<file path="config.mk">
export PLATFORM = sky130hd
export DESIGN_NAME = action_round_sequencer
export DESIGN_NICKNAME = d
export VERILOG_FILES = /design/src/rtl/action_round_sequencer.sv
export SDC_FILE = /design/constraint.sdc
export NUM_CORES = 1
export LEC_CHECK = 0
export CAP_MARGIN = 20
export CORE_AREA = 2 2 79 81
export CTS_CLUSTER_SIZE = 14
export DETAILED_ROUTE_END_ITERATION = 10
export DIE_AREA = 0 0 81 83
export DONT_BUFFER_PORTS = 1
export PLACE_DENSITY = 0.62
export REMOVE_ABC_BUFFERS = 1
export SLEW_MARGIN = 15
export SYNTH_ARGS = -nofsm -noshare
export SYNTH_HDL_FRONTEND = slang
export SYNTH_SLANG_ARGS = --single-unit
</file>
<file path="constraint.sdc">
create_clock -name i_clock -period 4.4 [get_ports i_clock]
set_input_delay 0.88 -clock i_clock [delete_from_list [all_inputs] [get_ports i_clock]]
set_output_delay 0.88 -clock i_clock [all_outputs]
set_load 0.02 [all_outputs]
</file>
<file path="src/rtl/action_round_sequencer.sv">
// action_round_sequencer: steps one learning round through NUM_STAGES chained
// en/start/done submodules and grants the shared memory write port to the active stage.
module action_round_sequencer #(
   parameter int NUM_STAGES = 4,
   parameter int WORD_WIDTH = 16,
   parameter int TIMEOUT    = 64,
   parameter int CNT_WIDTH  = 16,
   localparam int KW = (NUM_STAGES > 1) ? $clog2(NUM_STAGES) : 1
) (
   input  logic                             i_clock,
   input  logic                             i_rst,
   input  logic                             i_go,
   input  logic                             i_halt,
   output logic [NUM_STAGES-1:0]            o_stage_en,
   output logic [NUM_STAGES-1:0]            o_stage_start,
   input  logic [NUM_STAGES-1:0]            i_stage_done,
   input  logic [NUM_STAGES*WORD_WIDTH-1:0] i_stage_addr,
   input  logic [NUM_STAGES-1:0]            i_stage_wr_en,
   input  logic [NUM_STAGES*WORD_WIDTH-1:0] i_stage_data,
   output logic [WORD_WIDTH-1:0]            o_mem_addr,
   output logic                             o_mem_wr_en,
   output logic [WORD_WIDTH-1:0]            o_mem_data,
   output logic                             o_busy,
   output logic                             o_round_done,
   output logic                             o_timeout_err,
   output logic [KW-1:0]                    o_err_stage,
   output logic [CNT_WIDTH-1:0]             o_round_count
);
   localparam int TW = (TIMEOUT > 1) ? $clog2(TIMEOUT) : 1;

   typedef enum logic [2:0] {S_IDLE, S_EN, S_START, S_WAIT, S_NEXT, S_FINISH} state_t;

   state_t                r_state, w_state_nx;
   logic [KW-1:0]         r_k, w_k_nx, r_err_stage, w_err_stage_nx;
   logic [TW-1:0]         r_timer, w_timer_nx;
   logic                  r_timeout_err, w_timeout_err_nx;
   logic [CNT_WIDTH-1:0]  r_round_count, w_round_count_nx;
   logic [NUM_STAGES-1:0] r_stage_en, r_stage_start, w_onehot;
   logic                  r_busy, r_round_done, w_sel;

   // Pulse outputs are registered from the next state so they line up with it.
   assign w_onehot = NUM_STAGES'(1) << w_k_nx;

   always_ff @(posedge i_clock or posedge i_rst) begin
      if (i_rst) begin
         r_state       <= S_IDLE;
         r_k           <= '0;
         r_timer       <= '0;
         r_timeout_err <= 1'b0;
         r_err_stage   <= '0;
         r_round_count <= '0;
         r_stage_en    <= '0;
         r_stage_start <= '0;
         r_busy        <= 1'b0;
         r_round_done  <= 1'b0;
      end else begin
         r_state       <= w_state_nx;
         r_k           <= w_k_nx;
         r_timer       <= w_timer_nx;
         r_timeout_err <= w_timeout_err_nx;
         r_err_stage   <= w_err_stage_nx;
         r_round_count <= w_round_count_nx;
         r_stage_en    <= (w_state_nx == S_EN) ? w_onehot : '0;
         r_stage_start <= (w_state_nx == S_START) ? w_onehot : '0;
         r_busy        <= w_state_nx != S_IDLE;
         r_round_done  <= w_state_nx == S_FINISH;
      end
   end

   always_comb begin
      w_state_nx       = r_state;
      w_k_nx           = r_k;
      w_timer_nx       = r_timer;
      w_timeout_err_nx = r_timeout_err;
      w_err_stage_nx   = r_err_stage;
      w_round_count_nx = r_round_count;
      if (r_state != S_IDLE && i_halt)
         w_state_nx = S_IDLE;
      else
         case (r_state)
            S_IDLE:
               if (i_go && !i_halt) begin
                  w_state_nx       = S_EN;
                  w_k_nx           = '0;
                  w_timeout_err_nx = 1'b0;
                  w_err_stage_nx   = '0;
               end
            S_EN:    w_state_nx = S_START;
            S_START: begin
               w_timer_nx = '0;
               w_state_nx = S_WAIT;
            end
            S_WAIT:
               if (i_stage_done[r_k])
                  w_state_nx = S_NEXT;
               else if (r_timer == TW'(TIMEOUT - 1)) begin
                  w_state_nx       = S_IDLE;
                  w_timeout_err_nx = 1'b1;
                  w_err_stage_nx   = r_k;
               end else
                  w_timer_nx = r_timer + 1'b1;
            S_NEXT:
               if (r_k == KW'(NUM_STAGES - 1)) begin
                  w_state_nx       = S_FINISH;
                  w_round_count_nx = r_round_count + 1'b1;
               end else begin
                  w_k_nx     = r_k + 1'b1;
                  w_state_nx = S_EN;
               end
            default: w_state_nx = S_IDLE;
         endcase
   end

   assign w_sel         = (r_state == S_START) || (r_state == S_WAIT);
   assign o_mem_addr    = w_sel ? i_stage_addr[r_k*WORD_WIDTH +: WORD_WIDTH] : '0;
   assign o_mem_data    = w_sel ? i_stage_data[r_k*WORD_WIDTH +: WORD_WIDTH] : '0;
   assign o_mem_wr_en   = w_sel & i_stage_wr_en[r_k];
   assign o_stage_en    = r_stage_en;
   assign o_stage_start = r_stage_start;
   assign o_busy        = r_busy;
   assign o_round_done  = r_round_done;
   assign o_timeout_err = r_timeout_err;
   assign o_err_stage   = r_err_stage;
   assign o_round_count = r_round_count;
endmodule

</file>
==> Word-level counts from Yosys, hierarchy flattened <==
Cells that the tools add are included.
{ "totals": {"regBits": 40, "output_inout_bits": 62, "word_cells": 73} }
{ "op_classes": {"add_sub_neg": 3, "n_lt_le_gt_ge": 1, "n_eq_ne": 13, "shifts": 3, "n_mux": 29, "bitwise_logic": 2, "reduce_logical": 12} }
{ "ops": {"columns": ["operator", "count"], "rows": [
  ["$shiftx A64 B7 Y16", 2],
  ["$mux W16", 2],
  ["$add A16 B1 Y16 const B", 1],
  ["$mux W3", 5],
  ["$pmux W3 S5", 1],
  ["$mux W2", 6],
  ["$mux W6", 2],
  ["$pmux W6 S2", 1],
  ["$eq A3 B2 Y1 const B", 3],
  ["$mux W4", 2],
  ["$ne A2 B2 Y1 const B", 4],
  ["$pmux W2 S2", 2],
  ["$add A6 B1 Y6 const B", 1],
  ["$eq A3 B1 Y1 const B", 2],
  ["$eq A3 B3 Y1 const B", 2],
  ["$eq A6 B6 Y1 const B", 1],
  ["$reduce_bool A3 Y1", 2],
  ["$mux W1", 5],
  ["$reduce_and A5 Y1", 1],
  ["$bmux W1 S2", 2],
  ["$reduce_and A4 Y1", 1],
  ["$reduce_bool A2 Y1", 2],
  ["$shl A1 B2 Y4 const A", 1],
  ["$logic_not A3 Y1", 1],
  ["other kinds (10)", 11]
]} }

==> Depth between registers and ports, before layout <==
Gate-level depths: netlist (run 1).
{ "depth": {"ltp_word": 7, "mapped_depth": 6} }

==> Worst setup path after synthesis (run 1) <==
No wires, ideal clock.
{ "synth_timing": {"path_type": "reg-to-output", "from": "reg r_k[0]", "to": "out o_mem_addr[0]", "arrival_ns": 1.722, "required_time_ns": 3.520, "path_slack_ns": 1.798, "path_stages_with_launch": 5, "path_buffers": 2, "cell_sequence": "dfrtp_1 > buf_6 > clkbuf_1 > mux4_2 > nor2b_1"} }
{ "synth_via": {"elab_chain_len": 2} }
{ "synth_lines": {"columns": ["item", "line_no", "source"], "rows": [
  ["start, declared", "34", "logic [KW-1:0] r_k, w_k_nx, r_err_stage, w_err_stage_nx;"],
  ["start signal, assigned", "58", "r_k <= w_k_nx;"],
  ["$shiftx A64 B7 Y16", "115", "assign o_mem_addr = w_sel ? i_stage_addr[r_k*WORD_WIDTH +: WORD_WIDTH] : '0;"],
  ["$mux W16", "115", null],
  ["end, declared", "20", "output logic [WORD_WIDTH-1:0] o_mem_addr,"]
]} }
No other way between the ends.

==> Worst setup path after layout (run 1) <==
{ "layout_timing": {"from": "reg r_k[0]", "to": "out o_mem_addr[2]"} }
Same word-level chain as after synthesis.

==> results of run 1 <==
-- area by class of cell --
| class | instances | area, µm² | area share |
|---|---|---|---|
| Multi-Input combinational cell | 189 | 1800 | 0.587 |
| Clock buffer | 5 | 68.8 | 0.0225 |
| Tap cell | 75 | 93.8 | 0.0307 |
| Antenna cell | 1 | 2.50 | 0.000818 |
| Sequential cell | 40 | 1000 | 0.328 |
| Clock inverter | 3 | 42.5 | 0.0139 |
| Inverter | 5 | 18.8 | 0.00613 |
| Timing Repair Buffer | 4 | 35.0 | 0.0114 |
-- placed cells by master (no fill, tap or decap), types with 2 or more instances in the layout --
| cell type | n |
|---|---|
| xnor2_1 | 9 |
| nand3_1 | 10 |
| nor3_1 | 8 |
| dfrtp_1 | 38 |
| xor2_1 | 6 |
| nand4_1 | 6 |
| a21oi_1 | 2 |
| inv_1 | 5 |
| nand2b_1 | 3 |
| nor2_1 | 12 |
| nor3b_1 | 4 |
| buf_4 | 2 |
| a22o_1 | 2 |
| clkbuf_8 | 5 |
| mux4_2 | 34 |
| mux2_2 | 2 |
| nand4b_1 | 3 |
| dfrtp_2 | 2 |
| and4_1 | 3 |
| o21bai_1 | 3 |
| nand3b_1 | 2 |
| nand2_1 | 14 |
| o21ai_0 | 5 |
| nor2b_1 | 34 |
| and3_1 | 3 |
| ha_1 | 2 |
-- worst paths after layout --
kind | end | slack, ns | cells past startpoint
setup / recovery | o_mem_addr[2] | 1.27 | 3
min in group i_clock | r_timer[0]$_DFFE_PP0P_ | 0.60 | 2
hold reg to reg | r_timer[0]$_DFFE_PP0P_ | 0.60 | 2
max in group asynchronous | r_k[1]$_DFF_PP0_ | 3.44 | 2
setup reg to reg | o_err_stage[0]$_DFFE_PP0P_ | 1.78 | 4
hold / removal | o_round_count[10]$_DFFE_PP0P_ | 0.58 | 2
-- worst max-delay path, stage by stage, from the launching register on --
cell	delay [ns]
dfrtp_2	0.57
buf_4	0.52
mux4_2	0.62
nor2b_1	0.23
-- logic make-up (layout without fill, tap and decap cells) --
group,after synthesis,in the layout,synth area share
buffers and inverters,23,17,0.0329
and+or+nand+nor,111,111,0.229
other,0,1,0
muxes,37,37,0.276
xor gates and xnor gates,15,15,0.0454
adders and majority gates,2,2,0.00865
DFF,40,40,0.346
AOI/OAI and AO/OA,24,24,0.0619
-- power breakdown --
group	switching (mW)	leakage, nW	internal, mW
combinational	0.0807	0.564	0.0651
sequential	0.0251	0.550	0.379
clock	0.129	0.0541	0.168
total	0.235	1.17	0.612
-- routing by layer --
| layer | up-vias | track usage | part of all wire |
|---|---|---|---|
| li1 | 935 | - | - |
| met1 | 1029 | 0.277 | 0.36 |
| met2 | 99 | 0.418 | 0.53 |
| met3 | 15 | 0.0859 | 0.092 |
| met4 | 8 | 0.0678 | 0.012 |
| met5 | - | 0 | 0.0060 |
-- per-stage QoR --
stage | instances | worst slack [ns] | utilization
CTS | 320 | 1.23 | 0.525
global route | 322 | 1.12 | 0.526
global placement | 311 | 1.58 | 0.503
detailed placement | 312 | 1.55 | 0.506
finish | 322 | 1.27 | 0.526
floorplan | 234 | 0.967 | -
-- state kept, by name (all words and copies together) (netlist names) --
name           cells
r_timer            6
r_state            3
o_timeout_err      1
o_busy             1
o_stage_start      4
o_err_stage        2
r_k                2
o_round_done       1
o_stage_en         4
o_round_count     16
==> reports/qor.csv, run 1 <==
stage,metric,value,unit
yosys,"Primary FF master, synth",dfrtp_1,
yosys,Synth Cell Area,2890,µm²
clock_tree,clk_lat worst skew,0.30,ns
floorplan,IO Pins,202,
sta,final setup violation count,0,
sta,final hold slack,0.582,ns
clock_tree,Post-CTS Setup Inserts,0,
flow_run,max_cap viols,0,
critical_path,Worst setup startpoint,r_k[0]$_DFF_PP0_,
clock_tree,H-tree levels,2,
sta,max-slew violations,0,
sta,min Tclk post-route,3.13,ns
detailed_routing,DR DRC count,0,
yosys,"count leader, synth",dfrtp_1,
detailed_routing,via-per-instance ratio,6.48,
detailed_routing,1st-pass router iterations,4,
yosys,Syn. warnings,0,
yosys,asr flop ratio synth,1.00,
detailed_routing,DRT antenna net count,0,
critical_path,Crit. End Element,output port,
finish,fill cell count,523,
critical_path,startpoint types,register,
sta,Rel. slew slack,0.384,
grt,initial antenna violation count,5,
yosys,Post-Synthesis Cells,252,
grt,first-pass GRT wire length,11.9,mm
yosys,Yosys top cell area share,0.346,
clock_tree,clk sinks,40,
detailed_routing,Starting DRT DRC Count,120,
clock_tree,CTS Hold Bufs,0,
yosys,most common library cells after synthesis,"dfrtp_1 (40), mux4_2 (34), nor2b_1 (34), clkbuf_1 (16), nand2_1 (14)",
sta,Hold Fails Final Rpt,0,
placement,routability cong.,0.886,
finish,Area Growth Syn to Fin,5.84,%
critical_path,Critical Path RT,3.52,ns
floorplan,width of the die,81,µm
floorplan,CORE AREA,5820,µm²
grt,largest net degree at the start of global routing,45,
placement,IO buf count,0,
floorplan,Initial Utilization,0.497,
detailed_routing,WL/cell,25.9,µm
finish,Nets,387,
critical_path,kind of critical path,register to output port,
finish,"Design Area, Final",3060,µm²
clock_tree,Longest Clk Path Bufs,2,
sta,worst-margin pin slew,0.924,ns
clock_tree,Worst-path clk slew,0.08,ns
sta,Tcrit/Tclk final,0.711,
floorplan,die height,83,µm
yosys,"top cells by area, synth","dfrtp_1 (35%), mux4_2 (26%), nor2b_1 (7.4%), xnor2_1 (2.7%), clkbuf_1 (2.1%)",
finish,layout cells sized above 1,0.236,
pwr,Design Power,847,µW
clock_tree,post-cts sizing count,0,
floorplan,die area,6720,µm²
run_status,outcome,completed,
detailed_routing,vias,2086,
yosys,syn avg cell area,11.5,µm²
critical_path,crit path max fanout,29,
grt,GRT Overall Usage,0.241,
pwr,Leak,1.17,nW
clock_tree,Root Buffer,clkbuf_8,
yosys,#FFs+latches synth,40,
floorplan,row count,28,
grt,total grt overflow,0,
pwr,peak supply drop,0.188,mV
clock_tree,total CTS buffers,5,
critical_path,Arrival @ worst endpoint,2.25,ns
placement,Placed Instance Area,2940,µm²
grt,number of global-route vias before repair,2075,
clock_tree,CTS tree,built,
yosys,synth unique cells,48,
placement,DP HPWL,6.68,mm
sta,Max Clk Rate,0.320,GHz
yosys,cell taking the most area after synthesis,dfrtp_1,
pwr,pwr/cell area,277,nW/µm²
sta,TNS Setup,0,ns
detailed_routing,total wire length,8.34,mm
worst_hold_path,hold crit path type,primary input to asynchronous set/reset pin,
yosys,number of flops mapped to enable cells by yosys,0,
sta,RSZ-0062 raised after global routing,no,
critical_path,origin of the critical flop-to-flop path,r_k[1]$_DFF_PP0_,
sta,Clock Skews,0.0102,ns
yosys,sequential area share after synthesis,0.346,
No activity file was read; power rests on OpenSTA's default activity.
==> run 2, diff against run 1 <==
- CORE_AREA: 2 2 79 81 -> 2 2 78 80
- DIE_AREA: 0 0 81 83 -> 0 0 80 82
- PLACE_DENSITY: 0.62 -> 0.66
- clock period: 4.4 -> 2.72 ns (I/O delays scaled with it)
==> reports/qor.csv, run 2 (synthesis gave the netlist of run 1 again) <==
stage,metric,value,unit,change
finish,highest-count cells in the layout ignoring fill and taps,"buf_4 (45), dfrtp_1 (38), mux4_2 (34), nor2b_1 (34), nand2_1 (14)",,
sta,Rel. slew slack,0.651,,+0.267
sta,Tcrit/Tclk final,0.941,,
clock_tree,H-tree levels,2,,unchanged
floorplan,CORE AREA,5750,µm²,-1.2%
clock_tree,clk_lat worst skew,0.30,ns,about the same
grt,met1 Track Usage GR,0.312,,+0.0345
floorplan,die height,82,µm,-1.2%
placement,Placed Instance Area,3250,µm²,+10%
placement,IO buf count,0,,unchanged
sta,setup ws final,0.159,ns,-1.11 ns
sta,TNS Setup,0,ns,unchanged
sta,Hold Fails Final Rpt,0,,unchanged
sta,RSZ-0062 raised after global routing,no,,
sta,Clock Skews,0.0117,ns,+0.00155 ns
grt,total grt overflow,0,,unchanged
detailed_routing,vias,2318,,+11%
critical_path,Arrival @ worst endpoint,2.02,ns,-0.23 ns
grt,number of global-route vias before repair,2237,,+7.8%
sta,max-slew violations,0,,unchanged
pwr,peak supply drop,0.256,mV,+36%
grt,largest net degree at the start of global routing,41,,-8.9%
grt,initial antenna violation count,1,,-4
worst_hold_path,hold crit path type,primary input to asynchronous set/reset pin,,
clock_tree,total CTS buffers,5,,unchanged
pwr,pwr/cell area,397,nW/µm²,+43%
finish,"commonest non-fill, non-tap cell in the layout",buf_4,,
clock_tree,CTS Hold Bufs,0,,unchanged
placement,pre-CTS setup slack,0.446,ns,-1.11 ns
finish,layout cells sized above 1,0.338,,+0.102
sta,worst-margin pin slew,0.524,ns,-0.400 ns
detailed_routing,DRT antenna net count,0,,unchanged
floorplan,die area,6560,µm²,-2.4%
floorplan,IO Pins,202,,unchanged
clock_tree,Worst-path clk slew,0.08,ns,about the same
finish,Area Growth Syn to Fin,15.4,%,
detailed_routing,Starting DRT DRC Count,79,,-34%
detailed_routing,total wire length,8.82,mm,+5.8%
pwr,Leak,1.37,nW,+17%
run_status,outcome,completed,,
grt,GRT Overall Usage,0.256,,+0.0142
clock_tree,CTS tree,built,,
finish,Nets,428,,+11%
detailed_routing,WL/cell,24.2,µm,-6.4%
sta,min Tclk post-route,2.56,ns,
floorplan,row count,28,,unchanged
detailed_routing,1st-pass router iterations,4,,unchanged
grt,met3 global-route usage,0.109,,+0.0229
sta,Max Clk Rate,0.391,GHz,
clock_tree,Root Buffer,clkbuf_8,,
placement,DP HPWL,7.06,mm,+5.6%
grt,first-pass GRT wire length,12.3,mm,+3.2%
sta,final setup violation count,0,,unchanged
detailed_routing,via-per-instance ratio,6.37,,-1.7%
placement,routability cong.,1.01,,+14%
clock_tree,post-cts sizing count,0,,unchanged
finish,"Design Area, Final",3340,µm²,+9.0%
critical_path,kind of critical path,register to output port,,
clock_tree,Post-CTS Setup Inserts,0,,unchanged
floorplan,Initial Utilization,0.503,,+0.00606
grt,met2 Use GR,0.415,,-0.00273
clock_tree,clk sinks,40,,unchanged
grt,Top Usage Layer GRT,met2,,
detailed_routing,DR DRC count,0,,unchanged
floorplan,width of the die,80,µm,-1.2%
critical_path,Crit. End Element,output port,,
critical_path,Critical Path RT,2.18,ns,-1.34 ns
finish,fill cell count,509,,-2.7%
finish,final core occ,0.581,,+0.0543
flow_run,max_cap viols,0,,unchanged
critical_path,crit path max fanout,25,,-14%
critical_path,startpoint types,register,,
clock_tree,Longest Clk Path Bufs,2,,unchanged
finish,number of flip-flops in the largest register,16,,unchanged
run 2: cell count changes in the layout (fill, tap and decap cells not counted):
cell	delta
buf_4	+43
clkbuf_1	+2
buf_2	-1
buf_8	-1
bufinv_16	-1
clkinvlp_4	-1
diode_2	+1
run 2: critical path: stages, from the launching register on:
cell     delay [ns]
dfrtp_2        0.47
buf_4          0.39
mux4_2         0.56
nor2b_1        0.14
buf_4          0.16
run 2: where the power goes:
| group | internal [mW] | total (mW) | switching [mW] |
|---|---|---|---|
| combinational | 0.148 | 0.304 | 0.156 |
| sequential | 0.613 | 0.639 | 0.0257 |
| clock | 0.180 | 0.380 | 0.200 |
run 2: final timing paths:
check                                  startpoint                          to  slack (ns)  cells past startpoint
max in group asynchronous                   i_rst            r_k[1]$_DFF_PP0_        2.07                      2
hold / removal                              i_rst      r_timer[3]$_DFFE_PP0P_        0.27                      2
setup / recovery                 r_k[0]$_DFF_PP0_              o_mem_data[14]        0.16                      4
setup reg to reg                 r_k[0]$_DFF_PP0_  o_err_stage[1]$_DFFE_PP0P_        0.48                      4
min in group i_clock                       i_halt        r_state[0]$_DFF_PP0_        0.30                      1
hold reg to reg            r_timer[0]$_DFFE_PP0P_      r_timer[0]$_DFFE_PP0P_        0.60                      2
run 2: final cells by class:
class                   count  area (µm²)  share of cell area
diodes                      2        5.00             0.00150
clock buffers               7        76.3              0.0229
clock inverters             1        5.00             0.00150
inverters                   5        18.8             0.00563
multi-input cells         189        1800               0.538
flip-flops and latches     40        1000               0.301
well taps                  75        93.8              0.0281
repair buffers             45         338               0.101
run 2: per-stage QoR:
stage                     std cells  power, mW  hold WS, ns
after CTS                       362       1.34        0.274
after global routing            362       1.39        0.299
after detailed placement        354      0.956        0.580
after global placement          354      0.951        0.556
final                           364       1.32        0.269
after floorplan                 234      0.856        0.527
run 2: per-layer routing:
layer,up-vias,part of all wire
li1,1022,-
met1,1160,0.36
met2,118,0.51
met3,18,0.12
met4,0,0.018
met5,-,0
